==> src/rtl/bus_dest_bank_pkg.sv <==
// Shared types and constants for the 8080 bus destination bank.
package bus_dest_pkg;

  typedef enum logic [0:0] {
    IDLE,
    PAIR_LO
  } state_e;

  localparam int unsigned NUM_DEST = 9;

  // Register indices; index k corresponds to select_k / data_k.
  localparam logic [3:0] IDX_B = 4'd0;
  localparam logic [3:0] IDX_C = 4'd1;
  localparam logic [3:0] IDX_D = 4'd2;
  localparam logic [3:0] IDX_E = 4'd3;
  localparam logic [3:0] IDX_H = 4'd4;
  localparam logic [3:0] IDX_L = 4'd5;
  localparam logic [3:0] IDX_6 = 4'd6;
  localparam logic [3:0] IDX_7 = 4'd7;
  localparam logic [3:0] IDX_8 = 4'd8;

  // Bit k set when register k may start a high/low pair (k = 0, 2, 4, 6).
  localparam logic [NUM_DEST-1:0] PAIR_BASE = 9'b0_0101_0101;

  function automatic logic is_pair_base(input logic [3:0] idx);
    logic ok;
    ok = 1'b0;
    for (int i = 0; i < NUM_DEST; i++) begin
      if (PAIR_BASE[i] && (idx == 4'(i))) ok = 1'b1;
    end
    return ok;
  endfunction

endpackage

==> src/rtl/bus_dest_bank_if.sv <==
// Write-side bus of the destination bank: data, handshake, strobes and status.
interface bus_dest_bank_if #(
  parameter int unsigned WIDTH = 8
);
  logic [WIDTH-1:0] bus_in;
  logic             wr_valid;
  logic             wr_ready;
  logic             select_0;
  logic             select_1;
  logic             select_2;
  logic             select_3;
  logic             select_4;
  logic             select_5;
  logic             select_6;
  logic             select_7;
  logic             select_8;
  logic             pair_wr;
  logic             wr_done;
  logic             busy;

  modport master (
    output bus_in, wr_valid, pair_wr,
    output select_0, select_1, select_2, select_3, select_4,
    output select_5, select_6, select_7, select_8,
    input  wr_ready, wr_done, busy
  );

  modport slave (
    input  bus_in, wr_valid, pair_wr,
    input  select_0, select_1, select_2, select_3, select_4,
    input  select_5, select_6, select_7, select_8,
    output wr_ready, wr_done, busy
  );
endinterface

==> src/rtl/bus_dest_bank_onehot_decode.sv <==
// One-hot select vector to binary index. Vector order {select_0..select_8},
// select_0 in the MSB. onehot_ok is low for all-zero or multi-hot vectors.
module onehot_decode
  import bus_dest_pkg::*;
(
  input  logic [NUM_DEST-1:0] sel,
  output logic [3:0]          idx,
  output logic                onehot_ok
);

  logic [3:0] cnt;

  // Priority-free encode plus population count for the legality flag.
  always_comb begin
    idx = 4'd0;
    cnt = 4'd0;
    for (int k = 0; k < NUM_DEST; k++) begin
      if (sel[NUM_DEST-1-k]) begin
        idx = 4'(k);
        cnt = cnt + 4'd1;
      end
    end
    onehot_ok = (cnt == 4'd1);
  end

endmodule

==> src/rtl/bus_dest_bank.sv <==
// Destination register bank on the 8080 internal data bus. Single-byte and
// two-beat pair (high then low) loads over a valid/ready handshake.
// Optional macro BUS_DEST_ONEHOT_CHECK_EN: illegal requests set a sticky err.
module bus_dest_bank
  import bus_dest_pkg::*;
#(
  parameter int unsigned      WIDTH     = 8,
  parameter logic [WIDTH-1:0] RESET_VAL = '0
) (
  input  logic             clk,
  input  logic             reset,
  bus_dest_bank_if.slave   wr,
  input  logic             err_clr,
  output logic             err,
  output logic [WIDTH-1:0] data_0,
  output logic [WIDTH-1:0] data_1,
  output logic [WIDTH-1:0] data_2,
  output logic [WIDTH-1:0] data_3,
  output logic [WIDTH-1:0] data_4,
  output logic [WIDTH-1:0] data_5,
  output logic [WIDTH-1:0] data_6,
  output logic [WIDTH-1:0] data_7,
  output logic [WIDTH-1:0] data_8
);

  state_e               state_q, state_d;
  logic [3:0]           pend_q, pend_d;
  logic                 done_q, done_d;
  logic                 we, illegal, accept, onehot_ok;
  logic [3:0]           widx, idx;
  logic [NUM_DEST-1:0]  sel;
  logic [WIDTH-1:0]     data_q [NUM_DEST];

  assign sel = {wr.select_0, wr.select_1, wr.select_2, wr.select_3, wr.select_4,
                wr.select_5, wr.select_6, wr.select_7, wr.select_8};

  onehot_decode u_decode (
    .sel       (sel),
    .idx       (idx),
    .onehot_ok (onehot_ok)
  );

  assign wr.wr_ready = ~reset;
  assign accept      = wr.wr_valid & wr.wr_ready;
  assign wr.wr_done  = done_q;
  assign wr.busy     = (state_q == PAIR_LO);

  // Next-state, write enable and illegal-request detection.
  always_comb begin
    state_d = state_q;
    pend_d  = pend_q;
    done_d  = 1'b0;
    we      = 1'b0;
    widx    = idx;
    illegal = 1'b0;
    unique case (state_q)
      IDLE: begin
        if (accept) begin
          if (wr.pair_wr) begin
            if (onehot_ok && is_pair_base(idx)) begin
              we      = 1'b1;
              pend_d  = idx + 4'd1;
              state_d = PAIR_LO;
            end else begin
              illegal = 1'b1;
            end
          end else if (onehot_ok) begin
            we     = 1'b1;
            done_d = 1'b1;
          end else begin
            illegal = 1'b1;
          end
        end
      end
      PAIR_LO: begin
        // Low byte goes to the latched target; select/pair_wr are ignored.
        if (accept) begin
          we      = 1'b1;
          widx    = pend_q;
          done_d  = 1'b1;
          state_d = IDLE;
        end
      end
      default: state_d = IDLE;
    endcase
  end

  // Control state: FSM, pending low-byte target, done pulse.
  always_ff @(posedge clk) begin
    if (reset) begin
      state_q <= IDLE;
      pend_q  <= 4'd0;
      done_q  <= 1'b0;
    end else begin
      state_q <= state_d;
      pend_q  <= pend_d;
      done_q  <= done_d;
    end
  end

  // Register file: only the addressed entry updates on a write.
  always_ff @(posedge clk) begin
    for (int i = 0; i < NUM_DEST; i++) begin
      if (reset) begin
        data_q[i] <= RESET_VAL;
      end else if (we && (widx == 4'(i))) begin
        data_q[i] <= wr.bus_in;
      end
    end
  end

`ifdef BUS_DEST_ONEHOT_CHECK_EN
  logic err_q;

  // Sticky error; a new error on the clearing edge takes priority.
  always_ff @(posedge clk) begin
    if (reset) begin
      err_q <= 1'b0;
    end else begin
      err_q <= (err_q & ~err_clr) | illegal;
    end
  end

  assign err = err_q;
`else
  logic unused_err;
  assign unused_err = err_clr | illegal;
  assign err        = 1'b0;
`endif

  assign data_0 = data_q[0];
  assign data_1 = data_q[1];
  assign data_2 = data_q[2];
  assign data_3 = data_q[3];
  assign data_4 = data_q[4];
  assign data_5 = data_q[5];
  assign data_6 = data_q[6];
  assign data_7 = data_q[7];
  assign data_8 = data_q[8];

endmodule

==> src/flat_wrapper.sv <==
// flat-port wrapper written by rule: the top's interface ports become plain ports
module bus_dest_bank_flat import bus_dest_pkg::*;
#(
  parameter int unsigned      WIDTH     = 8,
  parameter logic [WIDTH-1:0] RESET_VAL = '0
)
  (clk, reset, err_clr, err, data_0, data_1, data_2, data_3, data_4, data_5, data_6, data_7, data_8, wr_bus_in, wr_wr_valid, wr_pair_wr, wr_select_0, wr_select_1, wr_select_2, wr_select_3, wr_select_4, wr_select_5, wr_select_6, wr_select_7, wr_select_8, wr_wr_ready, wr_wr_done, wr_busy);
  bus_dest_bank_if #(.WIDTH(WIDTH)) wr_i ();
  input  logic clk;
  input  logic reset;
  input  logic err_clr;
  output logic err;
  output logic [WIDTH-1:0] data_0;
  output logic [WIDTH-1:0] data_1;
  output logic [WIDTH-1:0] data_2;
  output logic [WIDTH-1:0] data_3;
  output logic [WIDTH-1:0] data_4;
  output logic [WIDTH-1:0] data_5;
  output logic [WIDTH-1:0] data_6;
  output logic [WIDTH-1:0] data_7;
  output logic [WIDTH-1:0] data_8;
  input wire logic [$bits(wr_i.bus_in)-1:0] wr_bus_in;
  input wire logic [$bits(wr_i.wr_valid)-1:0] wr_wr_valid;
  input wire logic [$bits(wr_i.pair_wr)-1:0] wr_pair_wr;
  input wire logic [$bits(wr_i.select_0)-1:0] wr_select_0;
  input wire logic [$bits(wr_i.select_1)-1:0] wr_select_1;
  input wire logic [$bits(wr_i.select_2)-1:0] wr_select_2;
  input wire logic [$bits(wr_i.select_3)-1:0] wr_select_3;
  input wire logic [$bits(wr_i.select_4)-1:0] wr_select_4;
  input wire logic [$bits(wr_i.select_5)-1:0] wr_select_5;
  input wire logic [$bits(wr_i.select_6)-1:0] wr_select_6;
  input wire logic [$bits(wr_i.select_7)-1:0] wr_select_7;
  input wire logic [$bits(wr_i.select_8)-1:0] wr_select_8;
  output wire logic [$bits(wr_i.wr_ready)-1:0] wr_wr_ready;
  output wire logic [$bits(wr_i.wr_done)-1:0] wr_wr_done;
  output wire logic [$bits(wr_i.busy)-1:0] wr_busy;
  assign wr_i.bus_in = wr_bus_in;
  assign wr_i.wr_valid = wr_wr_valid;
  assign wr_i.pair_wr = wr_pair_wr;
  assign wr_i.select_0 = wr_select_0;
  assign wr_i.select_1 = wr_select_1;
  assign wr_i.select_2 = wr_select_2;
  assign wr_i.select_3 = wr_select_3;
  assign wr_i.select_4 = wr_select_4;
  assign wr_i.select_5 = wr_select_5;
  assign wr_i.select_6 = wr_select_6;
  assign wr_i.select_7 = wr_select_7;
  assign wr_i.select_8 = wr_select_8;
  assign wr_wr_ready = wr_i.wr_ready;
  assign wr_wr_done = wr_i.wr_done;
  assign wr_busy = wr_i.busy;
  bus_dest_bank #(.WIDTH(WIDTH), .RESET_VAL(RESET_VAL)) u_core (.clk(clk), .reset(reset), .wr(wr_i), .err_clr(err_clr), .err(err), .data_0(data_0), .data_1(data_1), .data_2(data_2), .data_3(data_3), .data_4(data_4), .data_5(data_5), .data_6(data_6), .data_7(data_7), .data_8(data_8));
endmodule
==> config.mk <==
export PLATFORM = sky130hd
export DESIGN_NAME = bus_dest_bank_flat
export DESIGN_NICKNAME = d
export VERILOG_FILES = /design/src/rtl/bus_dest_bank_pkg.sv /design/src/rtl/bus_dest_bank_if.sv /design/src/rtl/bus_dest_bank_onehot_decode.sv /design/src/rtl/bus_dest_bank.sv /design/src/flat_wrapper.sv
export SDC_FILE = /design/constraint.sdc
export NUM_CORES = 1
export LEC_CHECK = 0
export ABC_CLOCK_PERIOD_IN_PS = 8390
export CAP_MARGIN = 15
export CORE_MARGIN = 2
export CORE_UTILIZATION = 30
export DETAILED_ROUTE_END_ITERATION = 7
export GPL_TIMING_DRIVEN = 0
export HOLD_SLACK_MARGIN = 0.06
export PLACE_DENSITY = 0.64
export SYNTH_ARGS = -nofsm -noshare
export SYNTH_HDL_FRONTEND = slang
export SYNTH_HIERARCHICAL = 1
export SYNTH_SLANG_ARGS = --single-unit
==> constraint.sdc <==
create_clock -name clk -period 8.39 [get_ports clk]
set_clock_uncertainty 0.2 [all_clocks]
set_input_delay 1.678 -clock clk [delete_from_list [all_inputs] [get_ports clk]]
set_output_delay 1.678 -clock clk [all_outputs]
set_load 0.03 [all_outputs]
### Yosys cells after proc, flatten, opt, wreduce, memory -nomap -nowiden

Memories as Yosys holds them, arrays and structs flattened.
Index checks and enable logic that the tools add are counted.
Widths: inputs -> output; s select.

| word-level totals | value |
|---|---|
| flip-flop bits (word level) | 6 |
| memory bits (writable) | 72 |
| input port bits | 22 |
| output and inout bits | 76 |
| logic and storage cells | 127 |
| memories kept | 1 |

Memory list:

| name | words | width | read ports | clocked after memory_dff | write ports | RTL line | text |
|---|---|---|---|---|---|---|---|
| u_core.data_q | 9 | 8 | 9 | 0 | 9 | bus_dest_bank.sv:32 | `logic [WIDTH-1:0] data_q [NUM_DEST];` |

| cells by class | value |
|---|---|
| add/sub/neg operators | 9 |
| eq/ne operators | 12 |
| muxes and demuxes | 77 |
| bitwise logic cells | 12 |
| reduce and logical (&&, ||, !) cells | 13 |

Operators by type and width:

| kind | number |
|---|---|
| $mux 8 | 9 |
| $mux 4 | 17 |
| $mux 1 | 48 |
| $add 4x1->4 const B | 8 |
| $eq 4x3->1 const B | 6 |
| $eq 4x2->1 const B | 3 |
| $logic_and 1x1->1 | 10 |
| $or 1x1->1 | 9 |
| $eq 4x1->1 const B | 2 |
| $logic_not 4->1 | 2 |
| $pmux 1 s2 | 3 |
| $eq 4x4->1 const B | 1 |
| $reduce_and 4->1 | 1 |
| $add 1x1->2 const B | 1 |
| $not 1->1 | 2 |
| $and 1x1->1 | 1 |

### Logic depth before layout (Yosys ltp)

Gate-level depths: netlist (run 1).

| logic depth | value |
|---|---|
| depth after elaboration | 28 |
| mapped depth | 29 |
| mapped depth without buffers | 28 |

### By module

Netlist (run 1), hierarchy kept.

Modules (own cells, without submodules):

| module | instances | cells each | area an instance (sq um) | sequential area each (sq um) |
|---|---|---|---|---|
| bus_dest_bank | 1 | 258 | 3,330.7 | 2,282.2 |
| onehot_decode | 1 | 91 | 734.5 | 0.0 |

### Least setup slack after synthesis (run 1)

Ideal clock, no wire load.

| timing | value |
|---|---|
| path kind | input -> register |
| start point | in wr_select_1 |
| end point | mem u_core.data_q[3][0] (enable) |
| library setup time | 0.384 ns |
| arrival time | 7.421 ns |
| data required time | 7.806 ns |
| slack | 0.384 ns |
| stages on the path | 29 |
| buffers on the path | 1 |
| cells stage by stage | inv_1 > ha_1 > xor2_1 > ha_1 > mux2_2 > ha_1 > nand2_1 > o21ai_0 > or2_2 > ha_1 > nand2b_1 > o21a_1 > ha_1 > nand2_1 > and2_1 > inv_1 > ha_1 > nor2_1 > a21oi_1 > ha_1 > nand2b_1 > a21oi_1 > o211ai_1 > a2111oi_2 > nor2b_1 > o211ai_1 > and2_1 > buf_2 > o21ai_0 |

RTL lines:

| item | RTL line | text |
|---|---|---|
| from (decl) | flat_wrapper.sv:26 | `input wire logic [$bits(wr_i.select_1)-1:0] wr_select_1;` |
| to (decl) | bus_dest_bank.sv:32 |  |

==> results.toml, run 1 <==
[yosys]
async_flop_share_pct = 0
synth.ff_latch_count = 78
synth_seq_area_share_pct = 56.1
syn_area_sq_um = 4070
yosysWarnings = 6
syn_inst = 349
syn_nets = 382
synth_edf_count = 72
avgSynthCellArea_sq_um = 11.6
ys.flop_type = "edfxtp_1"
ys_types = 64

[critical_path]
r2r_start = "u_core/wr.busy$_SDFF_PP0_"
ff2ff_path_depth = 7
path_max_fanout = 9
worstPathArrival_ns = 7.88
rrSetupSlack_ns = 6.30
crit_end = "u_core/data_q[4][7]$_SDFFCE_PN0P_"
reg2reg_to = "u_core/data_q[7][7]$_SDFFCE_PN0P_"
cp-startpoint = "wr_select_1"
criticalPathCategory = "primary input to flop"
start_kind = "primary input"
cp_slowest_cell = "clkdlybuf4s50_1"
critPathRequiredTime_ns = 8.23
crit_path_max_incr_delay_ns = 0.51
cpMostUsedCell = "ha_1"
cp-end-kind = "flop"

[detailed_routing]
vias_per_cell = 4.70
final_antenna_net_count = 0
initialDrtViolationCount = 265
detail_route.wl_per_cell_microns = 14.7
routed_wl_mm = 9.34
drtPass1Iterations = 4
vias = 2993
drc = 0

[placed_design]
gp_congestion = 0.841
postPlaceCellArea_sq_um = 5210
dp_cells = 618
hpwlAfterDp_mm = 7.33
port-buffer-count = 92

[power]
p_int_mw = 0.762
power_leakage_nw = 2.00
irDropWorstVdd_mv = 0.125
clockPowerShare_pct = 32.4
p_switching_mw = 0.307
power_mw = 1.07
p_sw_share_pct = 28.7
pwr-share-seq_pct = 42.0
powerDensity_nw_per_um2 = 188
combPwrFrac_pct = 25.6

[timing]
max_slew_margin_pct = 26.1
post-route-period-util_pct = 95.8
rsz0062_at_grt = "no"
worst_pin_slew_ns = 1.11
setup_viol = 0
min_period_ns = 8.04
hold_viol_final = 0
slew_violations = 0
fmax_mhz = 124

[global_routing]
grt_max_degree = 15
grt_pass1_vias = 2845
grt_use_total_pct = 13.0
antenna_found_initial = 0
grt_overflow = 0
grt_pass1_wl_mm = 14.6

[floorplanning]
start_util_pct = 30.7
die_w_microns = 120
die_area_sq_um = 14500
io_pins = 98
core_area_sq_um = 13200
rows = 42
die_h_microns = 120

[cells_and_area]
layout_commonest_cell = "clkdlybuf4s50_1"
fin_cells = 637
syn2layout_area_growth_pct = 40.0
seq_area_sq_um = 2280
multiInputGateArea_sq_um = 1760
nFillCells = 1225
drive_gt1_share_pct = 16.7
stdcell_area_sq_um = 5690
most-common-layout-cells = "92 x clkdlybuf4s50_1, 76 x nor2_1, 72 x edfxtp_1, 28 x nand2_1, 12 x inv_1"
fin_nets = 489
antenna_cells = 0

[cts]
cts_made_buffers = 9
cts_tree = "done"
cts.sinks = 78
htreeDepth = 3
cts.path.max_buffers = 2
clock_latency_ns = 0.32
holdBufCountCts = 0
path_clk_slew_ns = 0.06
cts-root-buf = "clkbuf_16"

[min_path]
hold_class = "flop to flop"
holdPathStages = 2

[run]
maxCapViolCount = 0

[outcome]
outcome = "completed"
[through the flow]
step                TNS [ns]  hold slack (ns)  util [%]  setup WS, ns
finish                     0            0.359      43.0         0.349
global route               0            0.399      43.0        0.0343
CTS                   -0.684            0.356      41.9       -0.0288
detailed placement    -81.30            0.352      39.4         -1.30
global placement      -63.50            0.343      39.3        -0.953
floorplan                  0            0.308         -         0.384
[per-layer routing]
metal / global-route usage (%) / vias up / wire length (microns) / part of all wire, %
met4: 3.49 / 0 / 84 / 0.90
met5: 0 / - / 0 / 0
li1: - / 1452 / - / -
met3: 2.92 / 7 / 635 / 6.8
met1: 16.9 / 1416 / 4090 / 44
met2: 21.8 / 118 / 4520 / 48
[flip-flops by register name, summed over array words and instances (netlist names)]
register,cells
u_core/data_q,72
u_core/pend_q,4
u_core/wr.busy,1
u_core/wr.wr_done,1
[power groups by stage]
stage | Clock (mW) | Combinational, mW | Sequential, mW
5_1_grt | 0.371 | 0.295 | 0.451
4_1_cts | 0.355 | 0.260 | 0.449
2_1_floorplan | 0 | 0.129 | 0.495
3_3_place_gp | 0 | 0.237 | 0.458
6_report | 0.347 | 0.274 | 0.449
3_5_place_dp | 0 | 0.247 | 0.458
[Yosys cell counts (2+ instances only)]
| master | count | area (sq um) |
|---|---|---|
| ha_1 | 11 | 138 |
| mux2i_1 | 5 | 50.1 |
| o21bai_1 | 2 | 15.0 |
| o21ai_0 | 11 | 55.1 |
| buf_4 | 4 | 30.0 |
| xnor2_1 | 2 | 17.5 |
| a21oi_2 | 2 | 17.5 |
| o311ai_0 | 2 | 17.5 |
| buf_6 | 8 | 90.1 |
| and2_1 | 10 | 62.6 |
| or2_2 | 2 | 12.5 |
| nor2_1 | 77 | 289 |
| nor4_1 | 2 | 12.5 |
| nor3_1 | 9 | 45.0 |
| dfxtp_1 | 6 | 120 |
| o211ai_1 | 3 | 22.5 |
| a31oi_1 | 6 | 37.5 |
| nand3b_1 | 2 | 15.0 |
| xor2_1 | 4 | 35.0 |
| nor4b_1 | 2 | 17.5 |
| a21oi_4 | 2 | 32.5 |
| nor2b_1 | 3 | 18.8 |
| clkbuf_1 | 2 | 7.51 |
| nand3_1 | 3 | 15.0 |
| o21a_1 | 3 | 22.5 |
| nand2b_1 | 7 | 43.8 |
| nor2_2 | 4 | 25.0 |
| nand2_1 | 28 | 105 |
| a21oi_1 | 10 | 50.1 |
| inv_1 | 12 | 45.0 |
| edfxtp_1 | 72 | 2160 |
[cell type report]
type                    count  share of cell area [%]
flip-flops and latches     78                    40.1
multi-input cells         244                    31.0
repair buffers             96                    17.0
clock buffers               9                    3.96
well taps                 176                    3.87
plain buffers              15                    2.44
clock inverters             7                   0.858
inverters                  12                   0.792
[kinds of logic (layout without fill, tap and decap cells)]
group | after synthesis | after routing | synth area share [%]
AO/OA/AOI/OAI | 52 | 52 | 9.73
XOR/XNOR | 12 | 12 | 4.52
adder cells (fa/ha/maj) | 11 | 11 | 3.39
buffers and inverters | 27 | 139 | 4.37
flip-flops | 78 | 78 | 56.1
multiplexers | 8 | 8 | 2.43
other | 1 | 1 | 0.0922
AND/OR/NAND/NOR | 160 | 160 | 19.3
[critical path: cells and delay by family]
family | cells | cell delay [ns]
buffers and inverters | 5 | 0.96
AO/OA/AOI/OAI | 8 | 1.38
AND/OR/NAND/NOR | 9 | 1.42
multiplexers | 1 | 0.27
XOR/XNOR | 1 | 0.18
adder cells (fa/ha/maj) | 7 | 1.96
[how the worst min path moves through the flow]
stage	start	end	slack [ns]
global placement	u_core/pend_q[3]$_SDFFE_PP0P_	u_core/pend_q[3]$_SDFFE_PP0P_	0.34
CTS	u_core/pend_q[3]$_SDFFE_PP0P_	u_core/pend_q[3]$_SDFFE_PP0P_	0.36
global route	u_core/pend_q[3]$_SDFFE_PP0P_	u_core/pend_q[3]$_SDFFE_PP0P_	0.40
detailed placement	u_core/pend_q[3]$_SDFFE_PP0P_	u_core/pend_q[3]$_SDFFE_PP0P_	0.35
finish	u_core/pend_q[3]$_SDFFE_PP0P_	u_core/pend_q[3]$_SDFFE_PP0P_	0.36
floorplan	u_core/pend_q[3]$_SDFFE_PP0P_	u_core/pend_q[3]$_SDFFE_PP0P_	0.31
[repair_timing]
action                                 4_1_cts  5_1_grt
buffers inserted                             1        2
gates resized for setup                     20       21
pin swaps                                    1       10
endpoints found under the hold margin        0        0
setup endpoints to repair                   72       74
Note: power is estimated with default switching activity, not from simulation.
==> inputs of run 2 (changes only) <==
==> constraint.sdc (replaced) <==
create_clock -name clk -period 8.39 [get_ports clk]
set_clock_uncertainty 0.2 [all_clocks]
set_input_delay 2.517 -clock clk [delete_from_list [all_inputs] [get_ports clk]]
set_output_delay 2.517 -clock clk [all_outputs]
set_load 0.03 [all_outputs]
==> run 2 against run 1 <==
Via count is 3.8% higher. Final cell count rose by 2.7%. Cell area increased by 4.8%. Non-clock buffer count is 17 higher. Power rose by 9.2%. Setup slack lost 0.11 ns. Critical path type unchanged. Highest routed layer unchanged.
==> results.toml, run 2 (synthesis gave the netlist of run 1 again) <==
[detailed_routing]
routed_wl_mm = 10.2
drtPass1Iterations = 4
wl_met1_mm = 4.22
initialDrtViolationCount = 212
met2_wirelength_mm = 5.28
vias_per_cell = 4.75
final_antenna_net_count = 0
detail_route.wl_per_cell_microns = 15.5
drc = 0
vias = 3108
met3_length_microns = 512
routed.top_layer = "met4"

[critical_path]
path_max_fanout = 9
start_kind = "primary input"
cp_slowest_cell = "a2111oi_4"
worstPathArrival_ns = 7.96
cp-startpoint = "wr_select_0"
crit_path_max_incr_delay_ns = 0.48
critPathRequiredTime_ns = 8.20
cp-end-kind = "flop"
r2r_start = "u_core/wr.busy$_SDFF_PP0_"
cpMostUsedCell = "ha_4"
criticalPathCategory = "primary input to flop"

[cts]
htreeDepth = 3
clock_latency_ns = 0.34
cts-root-buf = "clkbuf_16"
cts.sinks = 78
cts.path.max_buffers = 2
path_clk_slew_ns = 0.06
cts_made_buffers = 9
cts_tree = "done"

[global_routing]
grt_overflow = 0
antenna_found_initial = 0
grt_use_total_pct = 14.5
grt_pass1_wl_mm = 16.2
grt_pass1_vias = 3109
grt_max_degree = 16

[cells_and_area]
largest_register_ff_count = 72
stdcell_area_sq_um = 5960
fin_nets = 506
antenna_cells = 0
syn2layout_area_growth_pct = 46.7
post-route-util_pct = 45.0
drive_gt1_share_pct = 22.4
fin_cells = 654
layout_commonest_cell = "clkdlybuf4s50_1"
top_regs = "u_core/data_q: 72 flops, u_core/pend_q: 4 flops"
most-common-layout-cells = "90 x clkdlybuf4s50_1, 75 x nor2_1, 72 x edfxtp_1, 27 x nand2_1, 20 x buf_4"
regMostFlops = "u_core/data_q"

[floorplanning]
die_area_sq_um = 14500
die_h_microns = 120
rows = 42
io_pins = 98
start_util_pct = 30.7
die_w_microns = 120
core_area_sq_um = 13200

[timing]
fmax_mhz = 123
min_period_ns = 8.15
post-route-period-util_pct = 97.1
max_slew_margin_pct = 24.3
hold_viol_final = 0
final.setup.worst_slack_ns = 0.242
slew_violations = 0
fin_setup_tns_ns = 0
worst_pin_slew_ns = 1.14
setup_viol = 0
holdWs_ns = 0.384

[placed_design]
place_ws_ns = -1.31
gp_congestion = 0.918
port-buffer-count = 92
postPlaceCellArea_sq_um = 5250
dp_cells = 617
hpwlAfterDp_mm = 7.39

[power]
p_int_mw = 0.837
clockPowerShare_pct = 33.6
powerDensity_nw_per_um2 = 196
irDropWorstVdd_mv = 0.103
p_sw_share_pct = 28.3
p_switching_mw = 0.331
combPwrFrac_pct = 28.0
pwr-share-seq_pct = 38.4
power_leakage_nw = 2.13
power_mw = 1.17

[run]
maxCapViolCount = 0

[min_path]
hp-start = "u_core/wr.busy$_SDFF_PP0_"
hold_class = "flop to flop"

[outcome]
outcome = "completed"
-- run 2: changes by cell type in the layout (fill, tap and decap cells not counted), sizes merged, moves of 2 or more --
cell,change
buf,+17
inv,+2
clkinv,-4
clkdlybuf4s50,-2
-- run 2: worst paths after layout --
path         cells past startpoint  slack (ns)                           endpoint
max                             30        0.24  u_core/data_q[2][2]$_SDFFCE_PN0P_
min                              2        0.38          u_core/wr.busy$_SDFF_PP0_
max reg2reg                      7        6.29  u_core/data_q[1][0]$_SDFFCE_PN0P_
min reg2reg                      2        0.38          u_core/wr.busy$_SDFF_PP0_
-- run 2: area by class of cell --
cell class                      instances  area, sq um
Clock inverter                          7         80.1
Multi-Input combinational cell        244         1820
Timing Repair Buffer                  113         1140
Clock buffer                            9          225
Sequential cell                        78         2280
Buffer                                 15          148
Inverter                               12         45.0
Fill cell                            1206         7280
Tap cell                              176          220
-- run 2: power by group through the flow --
stage / Clock (mW) / Combinational, mW / Sequential [mW]
after CTS: 0.399 / 0.303 / 0.449
after global placement: 0 / 0.245 / 0.458
final: 0.393 / 0.327 / 0.449
after detailed placement: 0 / 0.251 / 0.458
after global routing: 0.420 / 0.353 / 0.450
after floorplan: 0 / 0.137 / 0.495
-- run 2: routing by layer --
layer,GRT usage [%],vias to the layer above
li1,-,1493
met1,17.9,1496
met2,25.3,108
met3,2.36,11
met4,5.52,0
met5,0,-
-- run 2: worst max-delay path: cells and delay by family --
family | cells | cell delay [ns]
AOI/OAI and AO/OA | 8 | 1.38
xor gates and xnor gates | 1 | 0.18
adders and majority gates | 7 | 1.70
buffers and inverters | 4 | 0.56
muxes | 1 | 0.28
and+or+nand+nor | 9 | 1.34
-- run 2: repair_timing --
action	in CTS	in global routing
setup buffers	18	3
pin swaps	17	12
setup endpoints to repair	148	86
hold buffers	0	0
gates cloned	0	0
resized for setup	26	11
